`src/rtl/activity_trig_ctrl_if.sv`:
```
// rtl/activity_trig_ctrl_if.sv - start/abort, configuration and status bundle of the burst sequencer
interface activity_trig_ctrl_if #(
    parameter int CNT_W   = 16,
    parameter int BURST_W = 8,
    parameter int DIV_W   = 4
) ();
    logic               start;
    logic               abort;
    logic [CNT_W-1:0]   cfg_delay;
    logic [CNT_W-1:0]   cfg_on;
    logic [CNT_W-1:0]   cfg_off;
    logic [BURST_W-1:0] cfg_bursts;
    logic [DIV_W-1:0]   cfg_div;
    logic               activity_trig;
    logic               busy;
    logic               done;
    logic [BURST_W-1:0] burst_idx;

    modport master (
        output start, abort, cfg_delay, cfg_on, cfg_off, cfg_bursts, cfg_div,
        input  activity_trig, busy, done, burst_idx
    );

    modport slave (
        input  start, abort, cfg_delay, cfg_on, cfg_off, cfg_bursts, cfg_div,
        output activity_trig, busy, done, burst_idx
    );
endinterface

```
`src/rtl/activity_trig_ctrl.sv`:
```
// rtl/activity_trig_ctrl.sv - burst sequencer driving activity_trig of the inverter-chain activity generator
module activity_trig_ctrl #(
    parameter int CNT_W   = 16,
    parameter int BURST_W = 8,
    parameter int DIV_W   = 4
) (
    input  logic                clk,
    input  logic                rst_n,
    activity_trig_ctrl_if.slave bus
);

    typedef enum logic [2:0] {
        S_IDLE,
        S_DELAY,
        S_ON,
        S_OFF,
        S_DONE
    } state_t;

    localparam logic [CNT_W-1:0]   CNT_ONE   = 1;
    localparam logic [DIV_W-1:0]   DIV_ONE   = 1;
    localparam logic [BURST_W-1:0] BURST_ONE = 1;

    state_t             state, state_n;
    logic [CNT_W-1:0]   cnt, cnt_n;
    logic [DIV_W-1:0]   div_cnt, div_cnt_n;
    logic [BURST_W-1:0] idx, idx_n;
    logic               trig, trig_n;
    logic               busy, busy_n;
    logic               done, done_n;

    logic [CNT_W-1:0]   on_q;
    logic [CNT_W-1:0]   off_q;
    logic [BURST_W-1:0] bursts_q;
    logic [DIV_W-1:0]   div_q;

    logic [CNT_W-1:0]   cur_on;
    logic [CNT_W-1:0]   on_ld;

    // Counters load length-1 and run down to 0, so the all-ones length never wraps.
    // A zero-length ON window still occupies one cycle.
    assign cur_on = (state == S_IDLE) ? bus.cfg_on : on_q;
    assign on_ld  = (cur_on == '0) ? '0 : cur_on - CNT_ONE;

    always_ff @(posedge clk or negedge rst_n) begin
        if (!rst_n) begin
            state    <= S_IDLE;
            cnt      <= '0;
            div_cnt  <= '0;
            idx      <= '0;
            trig     <= 1'b0;
            busy     <= 1'b0;
            done     <= 1'b0;
            on_q     <= '0;
            off_q    <= '0;
            bursts_q <= '0;
            div_q    <= '0;
        end else begin
            state   <= state_n;
            cnt     <= cnt_n;
            div_cnt <= div_cnt_n;
            idx     <= idx_n;
            trig    <= trig_n;
            busy    <= busy_n;
            done    <= done_n;
            if (state == S_IDLE && bus.start) begin
                on_q     <= bus.cfg_on;
                off_q    <= bus.cfg_off;
                bursts_q <= bus.cfg_bursts;
                div_q    <= bus.cfg_div;
            end
        end
    end

    always_comb begin
        state_n   = state;
        cnt_n     = cnt;
        div_cnt_n = div_cnt;
        idx_n     = idx;
        trig_n    = trig;

        case (state)
            S_IDLE: begin
                if (bus.start) begin
                    if (bus.cfg_bursts == '0) begin
                        state_n = S_DONE;
                    end else if (bus.cfg_delay == '0) begin
                        state_n   = S_ON;
                        cnt_n     = on_ld;
                        div_cnt_n = '0;
                    end else begin
                        state_n = S_DELAY;
                        cnt_n   = bus.cfg_delay - CNT_ONE;
                    end
                end
            end
            S_DELAY: begin
                if (cnt == '0) begin
                    state_n   = S_ON;
                    cnt_n     = on_ld;
                    div_cnt_n = '0;
                end else begin
                    cnt_n = cnt - CNT_ONE;
                end
            end
            S_ON: begin
                if (cnt == '0) begin
                    // Window exit always parks the trigger low, whatever the toggle parity.
                    trig_n    = 1'b0;
                    div_cnt_n = '0;
                    if (idx == bursts_q - BURST_ONE) begin
                        state_n = S_DONE;
                        cnt_n   = '0;
                    end else if (off_q == '0) begin
                        state_n = S_ON;
                        idx_n   = idx + BURST_ONE;
                        cnt_n   = on_ld;
                    end else begin
                        state_n = S_OFF;
                        cnt_n   = off_q - CNT_ONE;
                    end
                end else begin
                    cnt_n = cnt - CNT_ONE;
                    if (div_cnt == div_q) begin
                        trig_n    = ~trig;
                        div_cnt_n = '0;
                    end else begin
                        div_cnt_n = div_cnt + DIV_ONE;
                    end
                end
            end
            S_OFF: begin
                if (cnt == '0) begin
                    state_n   = S_ON;
                    idx_n     = idx + BURST_ONE;
                    cnt_n     = on_ld;
                    div_cnt_n = '0;
                end else begin
                    cnt_n = cnt - CNT_ONE;
                end
            end
            S_DONE: begin
                state_n = S_IDLE;
                idx_n   = '0;
            end
            default: begin
                state_n = S_IDLE;
                cnt_n   = '0;
                idx_n   = '0;
                trig_n  = 1'b0;
            end
        endcase

        if (bus.abort && (state == S_DELAY || state == S_ON || state == S_OFF)) begin
            state_n   = S_IDLE;
            cnt_n     = '0;
            div_cnt_n = '0;
            idx_n     = '0;
            trig_n    = 1'b0;
        end

        done_n = (state_n == S_DONE);
        busy_n = (state_n == S_DELAY) || (state_n == S_ON) || (state_n == S_OFF);
    end

    assign bus.activity_trig = trig;
    assign bus.busy          = busy;
    assign bus.done          = done;
    assign bus.burst_idx     = idx;

endmodule
```
`src/flat_wrapper.sv`:
```
// flat-port wrapper written by rule: the top's interface ports become plain ports
module activity_trig_ctrl_flat 
#(
    parameter int CNT_W   = 16,
    parameter int BURST_W = 8,
    parameter int DIV_W   = 4
)
  (clk, rst_n, bus_start, bus_abort, bus_cfg_delay, bus_cfg_on, bus_cfg_off, bus_cfg_bursts, bus_cfg_div, bus_activity_trig, bus_busy, bus_done, bus_burst_idx);
  activity_trig_ctrl_if #(.CNT_W(CNT_W), .BURST_W(BURST_W), .DIV_W(DIV_W)) bus_i ();
  input  logic clk;
  input  logic rst_n;
  input wire logic [$bits(bus_i.start)-1:0] bus_start;
  input wire logic [$bits(bus_i.abort)-1:0] bus_abort;
  input wire logic [$bits(bus_i.cfg_delay)-1:0] bus_cfg_delay;
  input wire logic [$bits(bus_i.cfg_on)-1:0] bus_cfg_on;
  input wire logic [$bits(bus_i.cfg_off)-1:0] bus_cfg_off;
  input wire logic [$bits(bus_i.cfg_bursts)-1:0] bus_cfg_bursts;
  input wire logic [$bits(bus_i.cfg_div)-1:0] bus_cfg_div;
  output wire logic [$bits(bus_i.activity_trig)-1:0] bus_activity_trig;
  output wire logic [$bits(bus_i.busy)-1:0] bus_busy;
  output wire logic [$bits(bus_i.done)-1:0] bus_done;
  output wire logic [$bits(bus_i.burst_idx)-1:0] bus_burst_idx;
  assign bus_i.start = bus_start;
  assign bus_i.abort = bus_abort;
  assign bus_i.cfg_delay = bus_cfg_delay;
  assign bus_i.cfg_on = bus_cfg_on;
  assign bus_i.cfg_off = bus_cfg_off;
  assign bus_i.cfg_bursts = bus_cfg_bursts;
  assign bus_i.cfg_div = bus_cfg_div;
  assign bus_activity_trig = bus_i.activity_trig;
  assign bus_busy = bus_i.busy;
  assign bus_done = bus_i.done;
  assign bus_burst_idx = bus_i.burst_idx;
  activity_trig_ctrl #(.CNT_W(CNT_W), .BURST_W(BURST_W), .DIV_W(DIV_W)) u_core (.clk(clk), .rst_n(rst_n), .bus(bus_i));
endmodule
```
`config.mk`:
```
export PLATFORM = sky130hd
export DESIGN_NAME = activity_trig_ctrl_flat
export DESIGN_NICKNAME = d
export VERILOG_FILES = /design/src/rtl/activity_trig_ctrl_if.sv /design/src/rtl/activity_trig_ctrl.sv /design/src/flat_wrapper.sv
export SDC_FILE = /design/constraint.sdc
export NUM_CORES = 1
export LEC_CHECK = 0
export CAP_MARGIN = 20
export CORE_ASPECT_RATIO = 0.8
export CORE_MARGIN = 10
export CORE_UTILIZATION = 40
export DETAILED_ROUTE_END_ITERATION = 10
export SLEW_MARGIN = 40
export SYNTH_ARGS = -nofsm -noshare
export SYNTH_HDL_FRONTEND = slang
export SYNTH_SLANG_ARGS = --single-unit
```
`constraint.sdc`:
```
create_clock -name clk -period 4.45 [get_ports clk]
set_clock_uncertainty 0.2 [all_clocks]
set_input_delay 0.89 -clock clk [delete_from_list [all_inputs] [get_ports clk]]
set_output_delay 0.89 -clock clk [all_outputs]
set_load 0.02 [all_outputs]
```
* Yosys cells after proc, flatten, opt, wreduce, memory -nomap -nowiden
Cells that the tools add are included. Widths: inputs -> output; s select.
Word-level totals: register bits after elaboration 78, output and inout bits 11, logic and storage cells 99
Operators by class: add/subtract/negate cells 7, eq/ne operators 22, muxes and demuxes 38, bitwise logic cells 1, reduce and logical (&&, ||, !) cells 20
Operators by type and width (number):
- $mux 16 | 10
- $logic_not 16->1 | 4
- $pmux 16 s4 | 1
- $sub 16x1->16 const B | 4
- $mux 8 | 5
- $mux 4 | 7
- $pmux 8 s3 | 1
- $mux 3 | 6
- $eq 3x2->1 const B | 4
- $ne 3x3->1 const B | 4
- $pmux 4 s3 | 1
- $reduce_and 5->1 | 2
- $ne 3x2->1 const B | 3
- $pmux 3 s3 | 1
- $add 8x1->8 const B | 1
- $eq 8x8->1 | 1
- $logic_not 8->1 | 1
- $sub 8x1->8 const B | 1
- $eq 3x1->1 const B | 2
- $eq 3x3->1 const B | 2
- $ne 2x1->1 const B | 3
- $add 4x1->4 const B | 1
- $eq 4x4->1 | 1
- $logic_or 1x1->1 | 4
- other kinds (13) | 18

* Longest topological paths before layout
depth after elaboration 9, mapped depth 14

* Least setup slack after synthesis
OpenSTA, ideal clock, no wires.
path type flip-flop to flip-flop, from register u_core.state[0], to register u_core.cnt[6], library setup time 87 ps, arrival time 3418 ps, required time 4163 ps, setup slack 745 ps, stages on the path, launching flop included 15, clock period less this slack 3705 ps, cell sequence dfrtp_1 > clkbuf_1 > nor3_1 > clkbuf_1 > clkbuf_1 > mux2i_1 > ha_1 > clkbuf_1 > nand2b_1 > nor4_1 > xor2_1 > o211ai_1 > a2111oi_0 > o21ai_0 > o211ai_1
On the way: word-level cells in the longest chain between the ends 9, elaborated cells on any way between the ends 26
Ends and longest elaborated chain:
- start: declaration | line activity_trig_ctrl.sv:24 | state_t state, state_n;
- start signal: assignment | line activity_trig_ctrl.sv:59 | state <= state_n;
- $logic_not 3->1 | line activity_trig_ctrl.sv:42, activity_trig_ctrl.sv:82
- $mux 16 | line activity_trig_ctrl.sv:42 | assign cur_on = (state == S_IDLE) ? bus.cfg_on : on_q;
- $sub 16x1->16 or $logic_not 16->1 (tied branches) | line activity_trig_ctrl.sv:43 | assign on_ld = (cur_on == '0) ? '0 : cur_on - CNT_ONE;
- $mux 16 | line activity_trig_ctrl.sv:43
- $mux 16 (on tied branches) | line activity_trig_ctrl.sv:114, activity_trig_ctrl.sv:87
- $mux 16 (on tied branches) | line activity_trig_ctrl.sv:111, activity_trig_ctrl.sv:85
- $mux 16 (on tied branches) | line activity_trig_ctrl.sv:107, activity_trig_ctrl.sv:84
- $pmux 16 s4 | line activity_trig_ctrl.sv:82 | case (state)
- $mux 16 | line activity_trig_ctrl.sv:154 | if (bus.abort && (state == S_DELAY || state == S_ON || state == S_OFF)) begin
- end signal: assignment | line activity_trig_ctrl.sv:60 | cnt <= cnt_n;
- end: declaration | line activity_trig_ctrl.sv:25 | logic [CNT_W-1:0] cnt, cnt_n;
Parallel ways exist; a longest one is shown, timed or not. The select of a mux whose other input is x is not followed. A chain may end at the register's enable or synchronous reset.

* Worst setup path after layout
from register u_core.cnt[0], to register u_core.cnt[4]
On the way: word-level cells in the longest chain between the ends 4, elaborated cells on any way between the ends 6
Ends and longest elaborated chain (line):
- $sub 16x1->16 or $logic_not 16->1 (tied branches)
- $mux 16 (on tied branches) | activity_trig_ctrl.sv:98, activity_trig_ctrl.sv:133, activity_trig_ctrl.sv:107
- $pmux 16 s4 (*) | activity_trig_ctrl.sv:82
- $mux 16 (*) | activity_trig_ctrl.sv:154
Every way passes the cells marked *; elsewhere a longest branch is shown, timed or not.

==> summary.txt <==
Outcome
  • Status: completed

Logic synthesis
  • Number of synthesized register bits: slightly below 80
  • Syn avg cell area: between 8 and 9 um2
  • Portion of netlist area occupied by mux cells: about a tenth
  • Xor and xnor fraction of the mapped netlist area: under 10%
  • Number of warnings reported in the yosys synthesis log: 0
  • Largest area contributor in the netlist: dfrtp_1
  • Dominant combinational cell family by area after synthesis: simple AND/OR/NAND/NOR gates
  • Complex-gate fraction of the synthesized area: between 20% and 30%
  • Primary flip-flop cell chosen by synthesis mapping: dfrtp_1
  • Area share of fa/ha/maj cells after synthesis: approximately 1.7%
  • Synthesized net count: 741
  • Simple-gate share of the synthesized area: 22.29%
  • Top cell type's share of synthesized area: 33.27%
  • Post-synthesis instance area: 5867 um2
  • Post-Syn Instances: around 670
  • Share of synthesized area occupied by flip-flops and latches: 33.27%
  • Number of different library cells in the post-synthesis netlist: just under 70
  • Largest cells by area after synthesis: dfrtp_1 (33%), mux2_2 (7.5%), xnor2_1 (5.2%)
  • Fraction of synthesis flops using an asynchronous set or reset pin: between 90% and 100%
  • Number of enable flip-flop cells after synthesis: 0

Timing
  • Unrepaired setup endpoints after global routing: no
  • Max-slew violations: 0
  • Worst slew pin tran: approximately 0.71 ns
  • Total setup violations reported at the end of the flow: 0
  • Max Clock Freq: 264.3 MHz
  • Final-report hold violation count: 0
  • Final TNS setup: 0 ns
  • Final worst path period share: 85.03%
  • Post-layout minimum cycle time: 3.784 ns
  • Max-slew headroom: a little over half

Global route
  • Global route overflow: 0
  • Busiest layer in global routing: met2
  • Global-route wire length before repair: 31950 um
  • Via count of the first global-routing pass: 5689
  • Global Route met2 Usage: 29.55%
  • Tot GR Track Use: roughly a fifth
  • Met3 Resource Use GR: 5.366%
  • Maximum number of pins on one net before global-route repair: 56
  • Number of antenna violations at the first check in global routing: 0
  • Global-route track usage on met1: 27.78%

Setup path
  • Req. time, crit path: 4.49 ns
  • Startpoint-to-endpoint class of the critical path: register to register
  • Largest driver fanout on the critical path: 14
  • Top cell by count, worst path: o211ai_1
  • Standard cell with the maximum stage delay on the critical path: or3_1
  • Arrival time reported for the critical path endpoint: 3.82 ns
  • Crit path largest cell delay: between 0.6 and 0.7 ns
  • Critical path launch point type: register
  • Critical path cell sequence: inv_1, ha_1, or3b_2, or4_4, or3_1, buf_4, o211ai_1, o211ai_1, a221o_1
  • Endpoint kind of the worst setup timing path: register
  • Register-to-Register Path Depth: 9

Clock tree
  • Buffer levels on the longest clock path: 2
  • Total CTS buffers: 9
  • Hold-fix buffers, CTS: 0
  • Post-CTS sizing: 0
  • Clock root cell: clkbuf_16
  • Number of buffers added for setup after CTS: 0
  • CTS sink count: 78
  • Post-CTS clock slew at the launch and capture registers of the worst setup and hold paths: 0.06 ns
  • Deepest level of the CTS H-tree: 3
  • Clock network latency to the later pin of the worst-skew pair: approximately 0.35 ns
  • Clock tree from TritonCTS: built

Die
  • # rows: 39
  • Chip Height: 128.3 um
  • Core box area: 14350 um2
  • Die outline area: 19940 um2
  • Width of the chip: 155.4 um
  • Initial Util: 40.89%
  • Number of top-level pins: 75

Worst hold path
  • Type of the tightest min-delay check: register to register
  • Number of stages on the worst hold path: 1

Pwr
  • Worst supply voltage drop on vdd: 0.3137 mV
  • Power density over the cells: 594.0 nW/um2
  • Lkg Pwr: 2.752 nW

Detailed routing
  • Drc violations: 0
  • Total iterations of the first detailed-routing run: 5
  • Wire length after detailed routing: 20090 um
  • Via-per-instance ratio: about 6.2
  • DRT iter0 DRCs: between 400 and 500
  • Count of antenna-violating nets left after detailed routing: 0
  • Wire per inst: 21.60 um
  • Vias post-DR: 5765

Finish
  • Count of inserted antenna diode cells: 0
  • Commonest non-fill, non-tap cell in the layout: dfrtp_1
  • Net count of the finished layout: 814
  • Multi-input gate area: around 3800 um2
  • Final design instance area without fill: roughly 7200 um2
  • Register area: about 2000 um2
  • Area added between synthesis and finish: 22.33%
  • Filler Cells Inserted: approximately 1400
  • Fraction of layout cells with a size suffix above 1: 12.47%
  • Commonest cells after routing, fill and taps aside: dfrtp_1 (78), clkdlybuf4s50_1 (73), nand2_1 (56)

Placed design
  • Port-buffer cells: 74
  • Placed standard-cell area: about 6900 um2
  • Placed wire-length estimate after detailed placement: 15470 um
  • Final Wtd Congestion: 0.9833

Flow run
  • Maxcap violations: 0
[final cells by class]
cell class / count / area share (%)
timing repair buffer: 93 / 12.27
clock buffer: 10 / 3.330
tap: 184 / 3.208
inverter: 12 / 0.6276
clock inverter: 5 / 0.8368
multi-input combinational: 548 / 52.53
sequential: 78 / 27.20
[cells in the mapped netlist (4+ instances only)]
| master | n |
|---|---|
| or2_2 | 6 |
| nor2b_1 | 5 |
| o21ai_0 | 42 |
| o211a_1 | 4 |
| and2_1 | 4 |
| or4_1 | 13 |
| nand3_1 | 16 |
| and3_1 | 4 |
| a211oi_1 | 10 |
| a22o_1 | 4 |
| nand4_1 | 4 |
| and4_1 | 4 |
| a41oi_1 | 4 |
| xnor2_1 | 35 |
| o211ai_1 | 16 |
| nor2_1 | 39 |
| nand2b_1 | 8 |
| inv_1 | 12 |
| a31oi_1 | 8 |
| buf_2 | 4 |
| mux2i_1 | 11 |
| o21a_1 | 4 |
| a21oi_1 | 31 |
| nand2_1 | 56 |
| ha_1 | 8 |
| mux2_2 | 39 |
| nand3b_1 | 4 |
| dfrtp_1 | 78 |
| a21o_1 | 4 |
| clkbuf_1 | 25 |
| xor2_1 | 25 |
| a221oi_1 | 5 |
| nor3_1 | 38 |
| a221o_1 | 6 |
| o31ai_1 | 8 |
| nor4_1 | 16 |
| or3_1 | 19 |
[flip-flops by register name (all words and copies together), names as in the netlist]
signal and cells:
u_core.bursts_q 8, u_core.bus.activity_trig 1, u_core.bus.burst_idx 8, u_core.bus.busy 1
u_core.bus.done 1, u_core.cnt 16, u_core.div_cnt 4, u_core.div_q 4
u_core.off_q 16, u_core.on_q 16, u_core.state 3
[per-layer routing]
layer | routed length [um] | share of wire, %
met3 | 1677 | 8.3
met4 | 511 | 2.5
met1 | 9355 | 47
met2 | 8545 | 43
met5 | 0 | 0
[power breakdown]
| group | leakage, nW | internal (mW) | switching, mW | total, mW |
|---|---|---|---|---|
| clock network | 0.133 | 0.447 | 0.315 | 0.762 |
| registers | 0.970 | 0.996 | 0.388 | 1.38 |
| logic | 1.65 | 0.926 | 1.19 | 2.12 |
[critical path, delay by kind of cell, from the launching register on]
family | cells | cell delay [ns]
simple gates | 3 | 1.74
fa+ha+maj | 1 | 0.19
buf+inv | 2 | 0.37
flops | 1 | 0.43
compound gates | 3 | 0.74
[cells by family after synthesis]
family                   after synthesis
AO/OA/AOI/OAI                        183
adder cells (fa/ha/maj)                8
multiplexers                          50
AND/OR/NAND/NOR                      247
flip-flops                            78
buffers and inverters                 43
XOR/XNOR                              60
[final timing paths]
| path | startpoint | endpoint | slack (ns) |
|---|---|---|---|
| setup reg to reg | u_core.cnt[0] | u_core.cnt[4] | 0.67 |
| max in group asynchronous | rst_n | u_core.off_q[8] | 2.82 |
| hold / removal | u_core.bus.activity_trig | u_core.bus.activity_trig | 0.30 |
| hold reg to reg | u_core.bus.activity_trig | u_core.bus.activity_trig | 0.30 |
| min in group asynchronous | rst_n | u_core.on_q[9] | 0.39 |
| setup / recovery | u_core.cnt[0] | u_core.cnt[4] | 0.67 |
[metrics by stage]
| stage | total power [mW] | worst slack, ns | hold slack (ns) | utilization [%] | instances |
|---|---|---|---|---|---|
| finish | 4.263 | 0.6661 | 0.2963 | 50.03 | 930 |
| global route | 4.536 | 0.5659 | 0.3220 | 50.03 | 930 |
| CTS | 4.239 | 0.7603 | 0.2966 | 49.98 | 930 |
| detailed placement | 3.454 | 0.4473 | 0.2755 | 47.90 | 915 |
| global placement | 3.410 | 0.4959 | 0.2857 | 47.82 | 915 |
| floorplan | 2.746 | 0.7454 | 0.2918 | - | 669 |
(Power assumes the default switching activity.)
